==> src/rtl/muldiv_sequencer.sv <==
// muldiv_sequencer: control-step sequencer for MUL/DIV on the mini_cpu data_path.
// Runs rb->Y, rc+op->Z, Zlow->LO/GPR, Zhigh->HI/GPR, then pulses done.
// Ports:
//   clk_i            system clock, rising edge
//   clear_i          synchronous active-low reset
//   start_i          request pulse, accepted only in IDLE
//   is_div_i         0 = multiply, 1 = divide (latched on accept)
//   rb_i, rc_i       operand register indices (latched on accept)
//   to_gpr_i         0 = write back to LO/HI, 1 = write back to GPRs
//   rd_lo_i, rd_hi_i GPR targets for Zlow/Zhigh when to_gpr_i=1
//   rout_o, rin_o    one-hot GPR bus-out / load enables
//   yin_o, zhighin_o, zlowin_o, zhighout_o, zlowout_o, hiin_o, loin_o  strobes
//   op_o             ALU operation select
//   busy_o, done_o   sequence in progress / one-cycle completion pulse
module muldiv_sequencer #(
  parameter logic [4:0]  OP_MUL   = 5'b01010,
  parameter logic [4:0]  OP_DIV   = 5'b01011,
  parameter int unsigned ALU_WAIT = 0
) (
  input  logic        clk_i,
  input  logic        clear_i,
  input  logic        start_i,
  input  logic        is_div_i,
  input  logic [3:0]  rb_i,
  input  logic [3:0]  rc_i,
  input  logic        to_gpr_i,
  input  logic [3:0]  rd_lo_i,
  input  logic [3:0]  rd_hi_i,
  output logic [15:0] rout_o,
  output logic [15:0] rin_o,
  output logic        yin_o,
  output logic [4:0]  op_o,
  output logic        zhighin_o,
  output logic        zlowin_o,
  output logic        zhighout_o,
  output logic        zlowout_o,
  output logic        hiin_o,
  output logic        loin_o,
  output logic        busy_o,
  output logic        done_o
);

  localparam int unsigned NREG      = 16;
  localparam logic [3:0]  WAIT_LAST = 4'(ALU_WAIT % 16);

  typedef enum logic [2:0] {
    S_IDLE, S_LOAD_Y, S_EXEC, S_WB_LO, S_WB_HI, S_DONE
  } state_e;

  state_e            state_q;
  logic [3:0]        cnt_q;
  logic              is_div_q, to_gpr_q;
  logic [3:0]        rb_q, rc_q, rd_lo_q, rd_hi_q;
  logic [NREG-1:0]   rout_q, rin_q;
  logic [4:0]        op_q;
  logic              yin_q, zload_q, zhout_q, zlout_q, hiin_q, loin_q, busy_q, done_q;

  function automatic logic [NREG-1:0] onehot(input logic [3:0] idx);
    onehot      = '0;
    onehot[idx] = 1'b1;
  endfunction

  // Outputs are registered alongside the state they belong to: each
  // transition loads the strobes of the state being entered.
  always_ff @(posedge clk_i) begin
    if (!clear_i) begin
      state_q  <= S_IDLE;
      cnt_q    <= '0;
      is_div_q <= 1'b0;
      to_gpr_q <= 1'b0;
      rb_q     <= '0;
      rc_q     <= '0;
      rd_lo_q  <= '0;
      rd_hi_q  <= '0;
      rout_q   <= '0;
      rin_q    <= '0;
      op_q     <= '0;
      yin_q    <= 1'b0;
      zload_q  <= 1'b0;
      zhout_q  <= 1'b0;
      zlout_q  <= 1'b0;
      hiin_q   <= 1'b0;
      loin_q   <= 1'b0;
      busy_q   <= 1'b0;
      done_q   <= 1'b0;
    end else begin
      rout_q  <= '0;
      rin_q   <= '0;
      op_q    <= '0;
      yin_q   <= 1'b0;
      zload_q <= 1'b0;
      zhout_q <= 1'b0;
      zlout_q <= 1'b0;
      hiin_q  <= 1'b0;
      loin_q  <= 1'b0;
      busy_q  <= 1'b0;
      done_q  <= 1'b0;
      case (state_q)
        S_IDLE: begin
          if (start_i) begin
            is_div_q <= is_div_i;
            to_gpr_q <= to_gpr_i;
            rb_q     <= rb_i;
            rc_q     <= rc_i;
            rd_lo_q  <= rd_lo_i;
            rd_hi_q  <= rd_hi_i;
            state_q  <= S_LOAD_Y;
            rout_q   <= onehot(rb_i);
            yin_q    <= 1'b1;
            busy_q   <= 1'b1;
          end
        end
        S_LOAD_Y: begin
          state_q <= S_EXEC;
          cnt_q   <= '0;
          rout_q  <= onehot(rc_q);
          op_q    <= is_div_q ? OP_DIV : OP_MUL;
          zload_q <= (WAIT_LAST == 4'd0);
          busy_q  <= 1'b1;
        end
        S_EXEC: begin
          busy_q <= 1'b1;
          if (cnt_q == WAIT_LAST) begin
            state_q <= S_WB_LO;
            zlout_q <= 1'b1;
            if (to_gpr_q) rin_q  <= onehot(rd_lo_q);
            else          loin_q <= 1'b1;
          end else begin
            // Z strobe is pre-loaded so it lands on the last EXEC cycle.
            cnt_q   <= 4'(cnt_q + 4'd1);
            rout_q  <= onehot(rc_q);
            op_q    <= is_div_q ? OP_DIV : OP_MUL;
            zload_q <= (4'(cnt_q + 4'd1) == WAIT_LAST);
          end
        end
        S_WB_LO: begin
          state_q <= S_WB_HI;
          zhout_q <= 1'b1;
          busy_q  <= 1'b1;
          if (to_gpr_q) rin_q  <= onehot(rd_hi_q);
          else          hiin_q <= 1'b1;
        end
        S_WB_HI: begin
          state_q <= S_DONE;
          done_q  <= 1'b1;
        end
        S_DONE:  state_q <= S_IDLE;
        default: state_q <= S_IDLE;
      endcase
    end
  end

  assign rout_o     = rout_q;
  assign rin_o      = rin_q;
  assign yin_o      = yin_q;
  assign op_o       = op_q;
  assign zhighin_o  = zload_q;
  assign zlowin_o   = zload_q;
  assign zhighout_o = zhout_q;
  assign zlowout_o  = zlout_q;
  assign hiin_o     = hiin_q;
  assign loin_o     = loin_q;
  assign busy_o     = busy_q;
  assign done_o     = done_q;

endmodule

==> config.mk <==
export PLATFORM = sky130hd
export DESIGN_NAME = muldiv_sequencer
export DESIGN_NICKNAME = d
export VERILOG_FILES = /design/src/rtl/muldiv_sequencer.sv
export SDC_FILE = /design/constraint.sdc
export NUM_CORES = 1
export LEC_CHECK = 0
export CAP_MARGIN = 30
export CORE_MARGIN = 3
export CORE_UTILIZATION = 45
export CTS_CLUSTER_DIAMETER = 40
export DETAILED_ROUTE_END_ITERATION = 10
export PLACE_DENSITY = 0.86
export SYNTH_ARGS = -nofsm -noshare
export SYNTH_HDL_FRONTEND = slang
export SYNTH_SLANG_ARGS = --single-unit
==> constraint.sdc <==
create_clock -name clk_i -period 3.06 [get_ports clk_i]
set_input_delay 0.765 -clock clk_i [delete_from_list [all_inputs] [get_ports clk_i]]
set_output_delay 0.765 -clock clk_i [all_outputs]
set_load 0.01 [all_outputs]
# Word level (Yosys, flattened, before mapping)
# Index checks and enable logic that the tools add are counted.
# word_totals
reg_bits	66
in_bits	21
out_inout_bits	46
word_cells	81
# op_classes
addsub	1
magnitude_cmp	8
n_eq_ne	7
mux	31
n_reduce_logical	16
# op_table
operator	count
$mux W16	5
$pmux W16 S3	1
$pmux W16 S2	1
$lt A4 B5 Y1 const B	4
$demux W1 S4	4
$ge A4 B1 Y1 const B	4
$pmux W4 S2	2
$pmux W3 S5	1
$reduce_and A2 Y1	6
$mux W1	11
$logic_not A4 Y1	2
$mux W4	2
$eq A3 B2 Y1 const B	2
$mux W3	2
$ne A2 B2 Y1 const B	3
$add A4 B1 Y4 const B	1
$logic_and A1 B1 Y1	4
$pmux W1 S2	2
$eq A3 B1 Y1 const B	1
$eq A3 B3 Y1 const B	1
$logic_not A3 Y1	1
$reduce_and A3 Y1	1
$reduce_or A3 Y1	1
$reduce_bool A2 Y1	1

# Depth between registers and ports, before layout
# depth
depth_word	7
mapped_depth	7
ltp_nobuf	6

# Least setup slack after synthesis
# No wires, ideal clock.
# synth_timing
path_kind	input -> register
start	input clear_i
end	register rout_q[6] (netlist: rout_o[6])
setup_ns	0.076
t_arrival_ns	1.984
slack_ns	1.000
path_stages	5
path_buffers	1
cell_sequence	buf_2 > nor2b_1 > nand2_1 > or4b_2 > o22ai_1
# synth_rtl
element	line_no	rtl
start: declaration	21	input logic clear_i,
end signal: assignment	108	rout_q <= onehot(rb_i);
end signal: assignment	116	rout_q <= onehot(rc_q);
end signal: assignment	131	rout_q <= onehot(rc_q);
end: declaration	54	logic [NREG-1:0] rout_q, rin_q;

==> results.sh <==
export IMPL_cpPeakStageDelay_ns=0.47
export IMPL_tightest_slew_ns=0.703
export IMPL_place_hpwl_um=4410
export IMPL_area_growth_pct=34.5
export IMPL_timing_fmax_mhz=453
export IMPL_diodes=0
export IMPL_postCtsSetupBuffers=0
export IMPL_crit_family="simple AND/OR/NAND/NOR gates"
export IMPL_std_cell_rows=26
export IMPL_yosys_warnings=0
export IMPL_crit_type="input port to flop"
export IMPL_grt_start_max_net_pins=27
export IMPL_ctsResizeCount=0
export IMPL_numCtsBuffers=9
export IMPL_synth_seq_cells=63
export IMPL_die_area_um2=6450
export IMPL_fin_crit_ns=2.21
export IMPL_grt_overflow_total=0
export IMPL_wl_per_cell_um=15.0
export IMPL_start_kind="input port"
export IMPL_ys_flop_type="dfxtp_1"
export IMPL_pin_count=67
export IMPL_fp_dieW_um=80.3
export IMPL_routed_via_count=2172
export IMPL_cp_num_buf_inv=2
export IMPL_drc=0
export IMPL_drt_iter0_markers=258
export IMPL_ir_worst_vdd_uv=350
export IMPL_synth_area_um2=2480
export IMPL_clockBufferDepth=2
export IMPL_nFillCells=437
export IMPL_critPathMaxFanout=26
export IMPL_dieHeight_um=80.3
export IMPL_via_per_inst=5.42
export IMPL_fin_tns_setup_ns=0
export IMPL_drive_gt1_share_pct=8.16
export IMPL_gr_usage_met1_pct=26.6
export IMPL_status="finished clean"
export IMPL_cp_cell_sequence="clkdlybuf4s50_1, buf_4, and4b_1, nand2_1, or3_1, o32ai_1"
export IMPL_fin_util_pct=63.8
export IMPL_drv_cap=0
export IMPL_grt_total_usage_pct=20.5
export IMPL_synthCells=268
export IMPL_relSlewSlack_pct=53.1
export IMPL_required_ns=3.31
export IMPL_grt_use_met3_pct=5.94
export IMPL_synth_edf_count=0
export IMPL_cts_num_sinks=63
export IMPL_drt_wl_total_um=6010
export IMPL_ys_types=45
export IMPL_ant_nets=0
export IMPL_hold_violations=0
export IMPL_grt_busiest_layer="met2"
export IMPL_gp_congestion=0.894
export IMPL_leakage_nw=1.15
export IMPL_worstHoldPathType="flop to flop"
export IMPL_cts_max_level=3
export IMPL_first_pass_iters=4
export IMPL_cts_tree="yes"
export IMPL_slowest_stage="clkdlybuf4s50_1"
export IMPL_nets=350
export IMPL_grt_pass1_wl_um=9960
export IMPL_setup_violations=0
export IMPL_clock_latency_ns=0.34
export IMPL_clk_pin_slew_worst_paths_ns=0.07
export IMPL_design_core_area_um2=5240
export IMPL_power_per_cell_area_nw_per_um2=535
export IMPL_skew_ns=0.0105
export IMPL_synth_async_reset_ratio_pct=0
export IMPL_postCtsHoldBufs=0
export IMPL_antenna_found_initial=0
export IMPL_slew_violations=0
export IMPL_endpoint_kind="flop"
export IMPL_cp_arrival_ns=2.46
export IMPL_grtUsageMet2_pct=31.9
export IMPL_root_buffer="clkbuf_8"
export IMPL_finalCritPeriodShare_pct=72.1
export IMPL_first_global_vias=2050
export IMPL_seq_area_frac_synth_pct=50.8
export IMPL_rsz0062_at_grt="no"
export IMPL_io_buffers=64
export IMPL_synth_avg_cell_area_um2=9.27
export IMPL_initial_core_util_pct=47.4
-- synth_stat cells, types with 2 or more instances --
cell | n | share of area [%]
a21boi_0 | 15 | 4.5
a21oi_1 | 6 | 1.2
and2_1 | 2 | 0.50
buf_1 | 4 | 0.60
buf_2 | 3 | 0.60
buf_4 | 4 | 1.2
clkbuf_1 | 9 | 1.4
dfxtp_1 | 63 | 51
ha_1 | 3 | 1.5
inv_1 | 3 | 0.45
nand2_1 | 47 | 7.1
nand2b_1 | 11 | 2.8
nand3_1 | 6 | 1.2
nand3b_1 | 7 | 2.1
nand4b_1 | 4 | 1.4
nor2_1 | 6 | 0.91
nor2b_1 | 2 | 0.50
nor3_1 | 8 | 1.6
nor4_1 | 2 | 0.50
o21ai_0 | 3 | 0.60
o22ai_1 | 26 | 6.5
o32ai_1 | 4 | 1.4
or2_2 | 3 | 0.76
or3_1 | 4 | 1.0
or4_1 | 2 | 0.60
xnor2_1 | 2 | 0.71
-- report_power, final --
part | internal, W | total [W] | leakage (nW) | switching, W
registers | 0.000847 | 0.000883 | 0.511 | 0.0000359
clock network | 0.000419 | 0.000735 | 0.105 | 0.000316
logic | 0.0000849 | 0.000169 | 0.537 | 0.0000845
-- cells by family (layout without fill, tap and decap cells) --
kind of cell,after synthesis,after routing,synth area share (%)
buffers and inverters,24,86,4.68
DFF,63,63,50.8
AOI/OAI and AO/OA,60,60,16.4
adders and majority gates,3,3,1.51
other,1,2,0.151
and+or+nand+nor,115,115,25.8
xor gates and xnor gates,2,2,0.705
-- worst paths after layout --
check,end,slack [ns],cells past startpoint,start
hold reg to reg,op_o[0],0.47,1,is_div_q
setup / recovery,rin_o[0],0.85,6,clear_i
setup reg to reg,rin_o[15],0.90,6,cnt_q[0]
hold / removal,op_o[0],0.47,1,is_div_q
-- registers in the layout, summed over array words and instances (netlist names), 2 cells and up --
| register | count |
|---|---|
| rd_lo_q | 4 |
| state_q | 3 |
| op_o | 2 |
| rc_q | 4 |
| cnt_q | 4 |
| rd_hi_q | 4 |
| rin_o | 16 |
| rout_o | 16 |
-- layout by cell type (no fill, tap or decap), types with 6 or more instances in the layout --
cell type        instances
nand3_1                  6
dfxtp_1                 63
clkbuf_8                11
nor3_1                   8
a21oi_1                  6
nand2_1                 47
clkdlybuf4s50_1         64
nand3b_1                 7
nor2_1                   6
nand2b_1                11
a21boi_0                15
o22ai_1                 26
-- metal layers --
metal  up-vias  routed length, µm  share of wire [%]
met5         -                  0                  0
met4         0                123                2.0
met3        15                456                7.6
met2        90               2880                 48
met1       995               2550                 42
li1       1072                  -                  -
-- per-stage QoR --
| stage | power (W) | instance area, µm² | setup WS (ns) | hold WS [ns] | instances |
|---|---|---|---|---|---|
| after detailed placement | 0.00107 | 3130 | 0.513 | 0.463 | 385 |
| after CTS | 0.00179 | 3340 | 0.857 | 0.474 | 401 |
| after global routing | 0.00186 | 3340 | 0.654 | 0.493 | 401 |
| after floorplan | 0.000993 | 2490 | 1.00 | 0.430 | 269 |
| final | 0.00179 | 3340 | 0.855 | 0.468 | 401 |
| after global placement | 0.00106 | 3130 | 0.533 | 0.452 | 385 |
-- cell type report --
class / count / area, µm² / area share, %
inverter: 3 / 11.3 / 0.337
tap: 70 / 87.6 / 2.62
multi-input combinational: 182 / 1110 / 33.2
clock buffer: 11 / 151 / 4.53
timing repair buffer: 67 / 663 / 19.9
clock inverter: 5 / 56.3 / 1.69
sequential: 63 / 1260 / 37.8
No activity file was read; power rests on OpenSTA's default activity.
